<file path="src/rtl/mem_arb_pkg.sv">
// Shared types and constants for the CPU/debug memory arbiter.
package mem_arb_pkg;

    typedef enum logic [1:0] {
        IDLE,
        ISSUE,
        WAIT,
        DONE
    } arb_state_t;

    typedef enum logic {
        GNT_CPU,
        GNT_DBG
    } grant_t;

    localparam int unsigned LAT_CNT_W = 3;

endpackage

</file>
<file path="src/rtl/arb_pick.sv">
// Combinational grant decision between CPU and debug requesters.
// MEM_ARB_FIXED_PRIO_EN: when defined, the CPU wins every contention; otherwise round-robin.
module arb_pick
    import mem_arb_pkg::*;
(
    input  logic   cpu_req,
    input  logic   dbg_req,
    input  grant_t last_grant,
    output logic   any_req,
    output grant_t grant
);

`ifdef MEM_ARB_FIXED_PRIO_EN
    logic unused_last_grant;
    assign unused_last_grant = ^last_grant;
`endif

    always_comb begin
        any_req = cpu_req | dbg_req;
        grant   = GNT_CPU;
        if (cpu_req && dbg_req) begin
`ifdef MEM_ARB_FIXED_PRIO_EN
            grant = GNT_CPU;
`else
            grant = (last_grant == GNT_CPU) ? GNT_DBG : GNT_CPU;
`endif
        end else if (dbg_req) begin
            grant = GNT_DBG;
        end
    end

endmodule

</file>
<file path="src/rtl/mem_arbiter.sv">
// Serialises CPU and debug accesses onto one memory port with a one-cycle ack per transaction.
// Contention policy selected by MEM_ARB_FIXED_PRIO_EN (see arb_pick).
module mem_arbiter
    import mem_arb_pkg::*;
#(
    parameter int unsigned ADDR_W      = 32,
    parameter int unsigned DATA_W      = 32,
    parameter int unsigned MEM_LATENCY = 1
) (
    input  logic              clk,
    input  logic              reset,
    input  logic              cpu_req,
    input  logic              cpu_we,
    input  logic [ADDR_W-1:0] cpu_addr,
    input  logic [DATA_W-1:0] cpu_wdata,
    output logic [DATA_W-1:0] cpu_rdata,
    output logic              cpu_ack,
    input  logic              dbg_req,
    input  logic              dbg_we,
    input  logic [ADDR_W-1:0] dbg_addr,
    input  logic [DATA_W-1:0] dbg_wdata,
    output logic [DATA_W-1:0] dbg_rdata,
    output logic              dbg_ack,
    output logic              mem_en,
    output logic              mem_we,
    output logic [ADDR_W-1:0] mem_addr,
    output logic [DATA_W-1:0] mem_wdata,
    input  logic [DATA_W-1:0] mem_rdata
);

    localparam logic [LAT_CNT_W-1:0] LAT_INIT = LAT_CNT_W'(MEM_LATENCY - 1);

    arb_state_t           state;
    grant_t               gnt;
    grant_t               last_grant;
    grant_t               pick_gnt;
    logic                 any_req;
    logic                 lat_we;
    logic [LAT_CNT_W-1:0] lat_cnt;

    logic                 sel_we;
    logic [ADDR_W-1:0]    sel_addr;
    logic [DATA_W-1:0]    sel_wdata;

    arb_pick u_pick (
        .cpu_req    (cpu_req),
        .dbg_req    (dbg_req),
        .last_grant (last_grant),
        .any_req    (any_req),
        .grant      (pick_gnt)
    );

    always_comb begin
        sel_we    = cpu_we;
        sel_addr  = cpu_addr;
        sel_wdata = cpu_wdata;
        if (pick_gnt == GNT_DBG) begin
            sel_we    = dbg_we;
            sel_addr  = dbg_addr;
            sel_wdata = dbg_wdata;
        end
    end

    always_ff @(posedge clk) begin
        if (reset) begin
            state      <= IDLE;
            gnt        <= GNT_CPU;
            last_grant <= GNT_DBG;
            lat_we     <= 1'b0;
            lat_cnt    <= '0;
            mem_en     <= 1'b0;
            mem_we     <= 1'b0;
            mem_addr   <= '0;
            mem_wdata  <= '0;
            cpu_ack    <= 1'b0;
            dbg_ack    <= 1'b0;
            cpu_rdata  <= '0;
            dbg_rdata  <= '0;
        end else begin
            unique case (state)
                IDLE: begin
                    if (any_req) begin
                        gnt       <= pick_gnt;
                        lat_we    <= sel_we;
                        mem_addr  <= sel_addr;
                        mem_wdata <= sel_wdata;
                        mem_en    <= 1'b1;
                        mem_we    <= sel_we;
                        state     <= ISSUE;
                    end
                end
                // WAIT always spans MEM_LATENCY cycles so data is captured at the end of
                // cycle 1+MEM_LATENCY and the ack lands in cycle 2+MEM_LATENCY.
                ISSUE: begin
                    mem_en  <= 1'b0;
                    mem_we  <= 1'b0;
                    lat_cnt <= LAT_INIT;
                    state   <= WAIT;
                end
                WAIT: begin
                    if (lat_cnt == '0) begin
                        if (gnt == GNT_CPU) begin
                            cpu_ack <= 1'b1;
                            if (!lat_we) cpu_rdata <= mem_rdata;
                        end else begin
                            dbg_ack <= 1'b1;
                            if (!lat_we) dbg_rdata <= mem_rdata;
                        end
                        state <= DONE;
                    end else begin
                        lat_cnt <= lat_cnt - 1'b1;
                    end
                end
                DONE: begin
                    cpu_ack    <= 1'b0;
                    dbg_ack    <= 1'b0;
                    last_grant <= gnt;
                    state      <= IDLE;
                end
            endcase
        end
    end

endmodule

</file>
<file path="config.mk">
export PLATFORM = sky130hd
export DESIGN_NAME = mem_arbiter
export DESIGN_NICKNAME = d
export VERILOG_FILES = /design/src/rtl/mem_arb_pkg.sv /design/src/rtl/arb_pick.sv /design/src/rtl/mem_arbiter.sv
export SDC_FILE = /design/constraint.sdc
export NUM_CORES = 1
export LEC_CHECK = 0
export BUFFER_PORTS_ARGS = -buffer_cell sky130_fd_sc_hd__buf_2
export CAP_MARGIN = 20
export CORE_ASPECT_RATIO = 0.7
export CORE_UTILIZATION = 35
export DETAILED_ROUTE_END_ITERATION = 8
export PLACE_DENSITY_LB_ADDON = 0.08
export SYNTH_ARGS = -nofsm -noshare
export SYNTH_HDL_FRONTEND = slang
export SYNTH_HIERARCHICAL = 1
export SYNTH_SLANG_ARGS = --single-unit
</file>
<file path="constraint.sdc">
create_clock -name clk -period 1.8 [get_ports clk]
set_input_delay 0.36 -clock clk [delete_from_list [all_inputs] [get_ports clk]]
set_output_delay 0.36 -clock clk [all_outputs]
set_load 0.01 [all_outputs]
</file>
== Yosys cells after proc, flatten, opt, wreduce, memory -nomap -nowiden ==
Index checks and enable logic that the tools add are counted.

* Memories: 0
* Latch bits: 0
* Output and inout port bits: 132
* Logic and storage cells: 60
* Register bits after elaboration: 140
* RAM bits: 0
* Memory bits (read-only): 0

* Divide/modulo/power cells: 0
* Magnitude comparators: 0
* Shift-type cells: 0
* Add/subtract/negate cells: 1
* Equality and inequality tests: 8
* Multiplexer cells: 21
* Reduce and logical (&&, ||, !) cells: 14
* Bitwise logic cells: 3
* Multipliers: 0

{| class="wikitable"
|+ Operators with widths
! operator !! count
|-
| two-way mux 32 bit || 2
|-
| two-way mux 1 bit || 10
|-
| != test 2 bit, second input constant || 5
|-
| one-hot mux 1 bit (2 select lines) || 4
|-
| one-hot mux 2 bit (4 select lines) || 1
|-
| AND reduction 2 bit || 4
|-
| AND reduction 4 bit || 2
|-
| one-hot mux 3 bit (2 select lines) || 1
|-
| AND reduction 3 bit || 2
|-
| nonzero test 2 bit || 3
|-
| == test 2 bit, second input constant || 2
|-
| two-way mux 2 bit || 2
|-
| logical NOT 3 bit || 1
|-
| two-way mux 3 bit || 1
|-
| subtractor 3 x 1 -> 3 bit, second input constant || 1
|-
| == test 2 x 1 -> 1 bit, second input constant || 1
|-
| logical NOT 2 bit || 1
|-
| NOT 1 bit || 2
|-
| logical AND 1 bit || 1
|-
| bitwise OR 1 bit || 1
|}

== Logic depth before layout (Yosys ltp) ==
* Depth in word-level cells: 5
* Gate-level depth with buffers: 9
* Depth with buffers taken out: 6

== Modules after synthesis ==
Netlist, hierarchy kept.

{| class="wikitable"
|+ Modules (own cells, without submodules)
! module !! times used !! sequential area each (µm²) !! cells each !! area an instance (µm²)
|-
| mem_arbiter || 1 || 2,802.7 || 644 || 5,903.2
|-
| arb_pick || 1 || 0.0 || 2 || 13.8
|}

== Least setup slack after synthesis ==
No wires, ideal clock.

* Kind: reg2reg
* Start: register lat_cnt[0]
* End: register cpu_rdata[0]
* Period minus slack after synthesis: 1.525 ns
* Library setup time: 0.132 ns
* Stages on the path, launching flop included: 10
* Arrival: 1.393 ns
* Slack: 0.275 ns
* Path buffers: 3
* Cells stage by stage: dfxtp_1 -> inv_1 -> ha_1 -> ha_1 -> clkbuf_2 -> and4bb_1 -> buf_4 -> buf_6 -> nand2_1 -> a21oi_1

* Cells in the longest elaborated chain, start to end: 2

{| class="wikitable"
|+ Ends and longest elaborated chain
! element !! RTL line !! RTL
|-
| start, declared || mem_arbiter.sv:39 || <nowiki>logic [LAT_CNT_W-1:0] lat_cnt;</nowiki>
|-
| start signal, assigned || mem_arbiter.sv:111 || <nowiki>lat_cnt <= lat_cnt - 1'b1;</nowiki>
|-
| logical NOT 3 bit || mem_arbiter.sv:101 || <nowiki>if (lat_cnt == '0) begin</nowiki>
|-
| AND reduction 4 bit (no line) || n/a ||
|-
| end signal, assigned || mem_arbiter.sv:104 || <nowiki>if (!lat_we) cpu_rdata <= mem_rdata;</nowiki>
|-
| end, declared || mem_arbiter.sv:16 || <nowiki>output logic [DATA_W-1:0] cpu_rdata,</nowiki>
|}

Every way passes these cells.
A chain may end at the register's enable or synchronous reset.

== Worst setup path after layout ==
* Start: register state[0]
* End: register mem_addr[20]

* Cells in the longest elaborated chain, start to end: 2

{| class="wikitable"
|+ Ends and longest elaborated chain
! element !! RTL line !! RTL
|-
| start, declared || mem_arbiter.sv:33 || <nowiki>arb_state_t state;</nowiki>
|-
| start signal, assigned || mem_arbiter.sv:66 || <nowiki>state <= IDLE;</nowiki>
|-
| start signal, assigned || mem_arbiter.sv:89 || <nowiki>state <= ISSUE;</nowiki>
|-
| start signal, assigned || mem_arbiter.sv:98 || <nowiki>state <= WAIT;</nowiki>
|-
| logical NOT 2 bit || mem_arbiter.sv:80 || <nowiki>unique case (state)</nowiki>
|-
| AND reduction 2 bit (no line) || n/a ||
|-
| end signal, assigned || mem_arbiter.sv:85 || <nowiki>mem_addr <= sel_addr;</nowiki>
|-
| end, declared || mem_arbiter.sv:26 || <nowiki>output logic [ADDR_W-1:0] mem_addr,</nowiki>
|}

Every way passes these cells.

==> qor.csv <==
metric,value,unit
wl_per_cell,14.0,um
status,"complete, no violations",
setup_viol,0,
root_buffer,clkbuf_16,
initial_utilization,0.360,
path_max_fanout,34,
final_util,0.501,
htree_levels,4,
layout_min_cycle_time,1630,ps
synth-seq-cells,140,
place_ws,108,ps
powerDensity,1370,nW/um2
synth_edf_count,0,
vias_per_cell,4.64,
ir_drop,0.531,mV
netlist_area,5920,um2
nets,1101,
drv_slew,0,
setup_tns,0,ps
grt_pass1_vias,5214,
dr.pass1.iters,4,
yosysTopAreaCell,dfxtp_1,
antenna_found_initial,1,
arrival,1960,ps
routed_wl,16400,um
relSlewSlack,0.727,
power.total,11.3,mW
yosysTopAreaCellShare,0.474,
p_seq_frac,0.360,
rsz0062_at_grt,false,
pwr-share-comb,0.303,
pin_count,298,
fin_skew,9.64,ps
ys_async_sr_fraction,0,
endpoint_kind,flip-flop,
clk_path_buf_depth,2,
worst_pin_slew,409,ps
power_frac_clock,0.336,
hold_path.class,in -> reg,
finalInstanceArea,8240,um2
ys_seq_area_frac,0.474,
die_height,111,um
die_width,157,um
drc,0,
vias,5416,
syn_inst,646,
p_int,7.55,mW
postLayoutSetupSlackWorst,173,ps
coreArea,16400,um2
switchingPower,3.70,mW
avgSynthCellArea,9.16,um2
fillers,1588,
synthesis.nets,819,
critical_path_class,reg -> reg,
start_kind,flip-flop,
layout-drive-gt1-share,0.408,
clkTransAtPathRegs,60,ps
required,2130,ps
final_cells,1167,
first_iter_violations,291,
finalCritPeriodShare,0.904,
synth.distinct_cells,33,
dp_cells,1132,
cts_buffers,17,
grt_start_max_net_pins,58,
area_delta_synth_final,39.2,%
die_area,17400,um2
synth_warnings,6,
p_leak,3.72,nW
synthTopCellsByArea,"dfxtp_1 47%, mux2i_1 11%, nand2_1 8.4%, a21oi_1 6.1%, a211oi_1 5.8%",
grt_usage,0.190,
grt_pass1_wl,25800,um
cts.sinks,140,
hpwl,12100,um
cts_tree,done,
fmax,0.614,GHz
ys.flop_type,dfxtp_1,
io_buffers,297,
insertion_delay,420,ps
sw_frac_of_total,0.329,
final_hold_viol_count,0,
holdWs,192,ps
cap_viol_max_count,0,
drtAntennaViolNets,0,
place_congestion,0.803,
ctsHoldBuffers,0,
rows,39,
gr-total-overflow,0,
postPlaceCellArea,7580,um2
==> power groups by stage <==
| stage | registers (mW) | clock network, mW | logic (mW) |
|---|---|---|---|
| final | 4.06 | 3.78 | 3.41 |
| after global routing | 4.14 | 4.05 | 3.77 |
| after CTS | 4.06 | 3.87 | 3.42 |
| after detailed placement | 4.12 | 0 | 3.41 |
| after global placement | 4.11 | 0 | 3.33 |
| after floorplan | 4.37 | 0 | 2.01 |
==> routing by layer <==
metal	up-vias	track usage	routed length [um]
met4	0	0.0751	239
met5	-	0	0
met1	2441	0.230	7260
met3	17	0.0446	1050
li1	2783	-	-
met2	175	0.322	7840
==> Yosys cell counts, types with 2 or more instances <==
| cell | number |
|---|---|
| clkbuf_1 | 12 |
| nor2_1 | 58 |
| buf_2 | 20 |
| dfxtp_1 | 140 |
| ha_1 | 7 |
| inv_1 | 6 |
| nor3_1 | 3 |
| nand3_1 | 3 |
| a211oi_1 | 46 |
| mux2i_1 | 65 |
| nor2b_1 | 3 |
| nor2_2 | 10 |
| nand2_1 | 132 |
| buf_6 | 17 |
| a21oi_1 | 72 |
| buf_4 | 6 |
| nand3b_1 | 2 |
| a211oi_2 | 20 |
| o21ai_0 | 5 |
| and2_1 | 2 |
| nand2b_1 | 5 |
==> cell usage in the layout, fill, tap and decap left out, types with 6 or more instances in the layout <==
master,n
nand2_1,132
a211oi_1,46
a21oi_1,72
buf_4,14
dfxtp_1,140
buf_2,296
a211oi_2,20
buf_12,10
ha_1,6
nor2_1,58
inv_1,6
clkbuf_16,17
nor2_2,10
mux2i_1,65
==> flip-flops by register name, indices dropped and copies added, names as in the netlist, 2 cells and up <==
register   count
cpu_rdata     32
lat_cnt        3
state          2
dbg_rdata     32
mem_wdata     32
mem_addr      32
==> kinds of logic after synthesis <==
kind of cell    Yosys count  synth area share
compound gates          146             0.170
mux                      65             0.110
flops                   140             0.474
fa+ha+maj                 7            0.0148
simple gates            225             0.160
buf+inv                  63            0.0717
==> layout make-up <==
| type | instances | area, um2 | area share |
|---|---|---|---|
| Clock buffer | 18 | 429 | 0.0521 |
| Tap cell | 225 | 282 | 0.0342 |
| Clock inverter | 14 | 208 | 0.0252 |
| Inverter | 6 | 22.5 | 0.00273 |
| Antenna cell | 1 | 2.50 | 0.000304 |
| Multi-Input combinational cell | 443 | 2710 | 0.328 |
| Sequential cell | 140 | 2800 | 0.340 |
| Timing Repair Buffer | 320 | 1790 | 0.217 |
==> final timing paths <==
check / slack, ps / end / depth (start not counted) / startpoint
setup / recovery: 170 / mem_addr[20] / 6 / state[0]
hold / removal: 190 / dbg_rdata[13] / 3 / mem_rdata[13]
setup reg to reg: 170 / mem_addr[20] / 6 / state[0]
hold reg to reg: 450 / dbg_rdata[14] / 2 / dbg_rdata[14]
==> worst max-delay path, cell delays in order, from the launching register on <==
cell and delay, ps:
dfxtp_1 340, inv_1 120, ha_1 260, and2_4 290, buf_12 250, nor2_2 60, a211oi_2 200
==> repair_timing <==
action | in CTS | in global routing
endpoints found under the setup margin | 0 | 8
buffers inserted | 0 | 2
gates resized for setup | 0 | 1
Note: power is estimated with default switching activity, not from simulation.
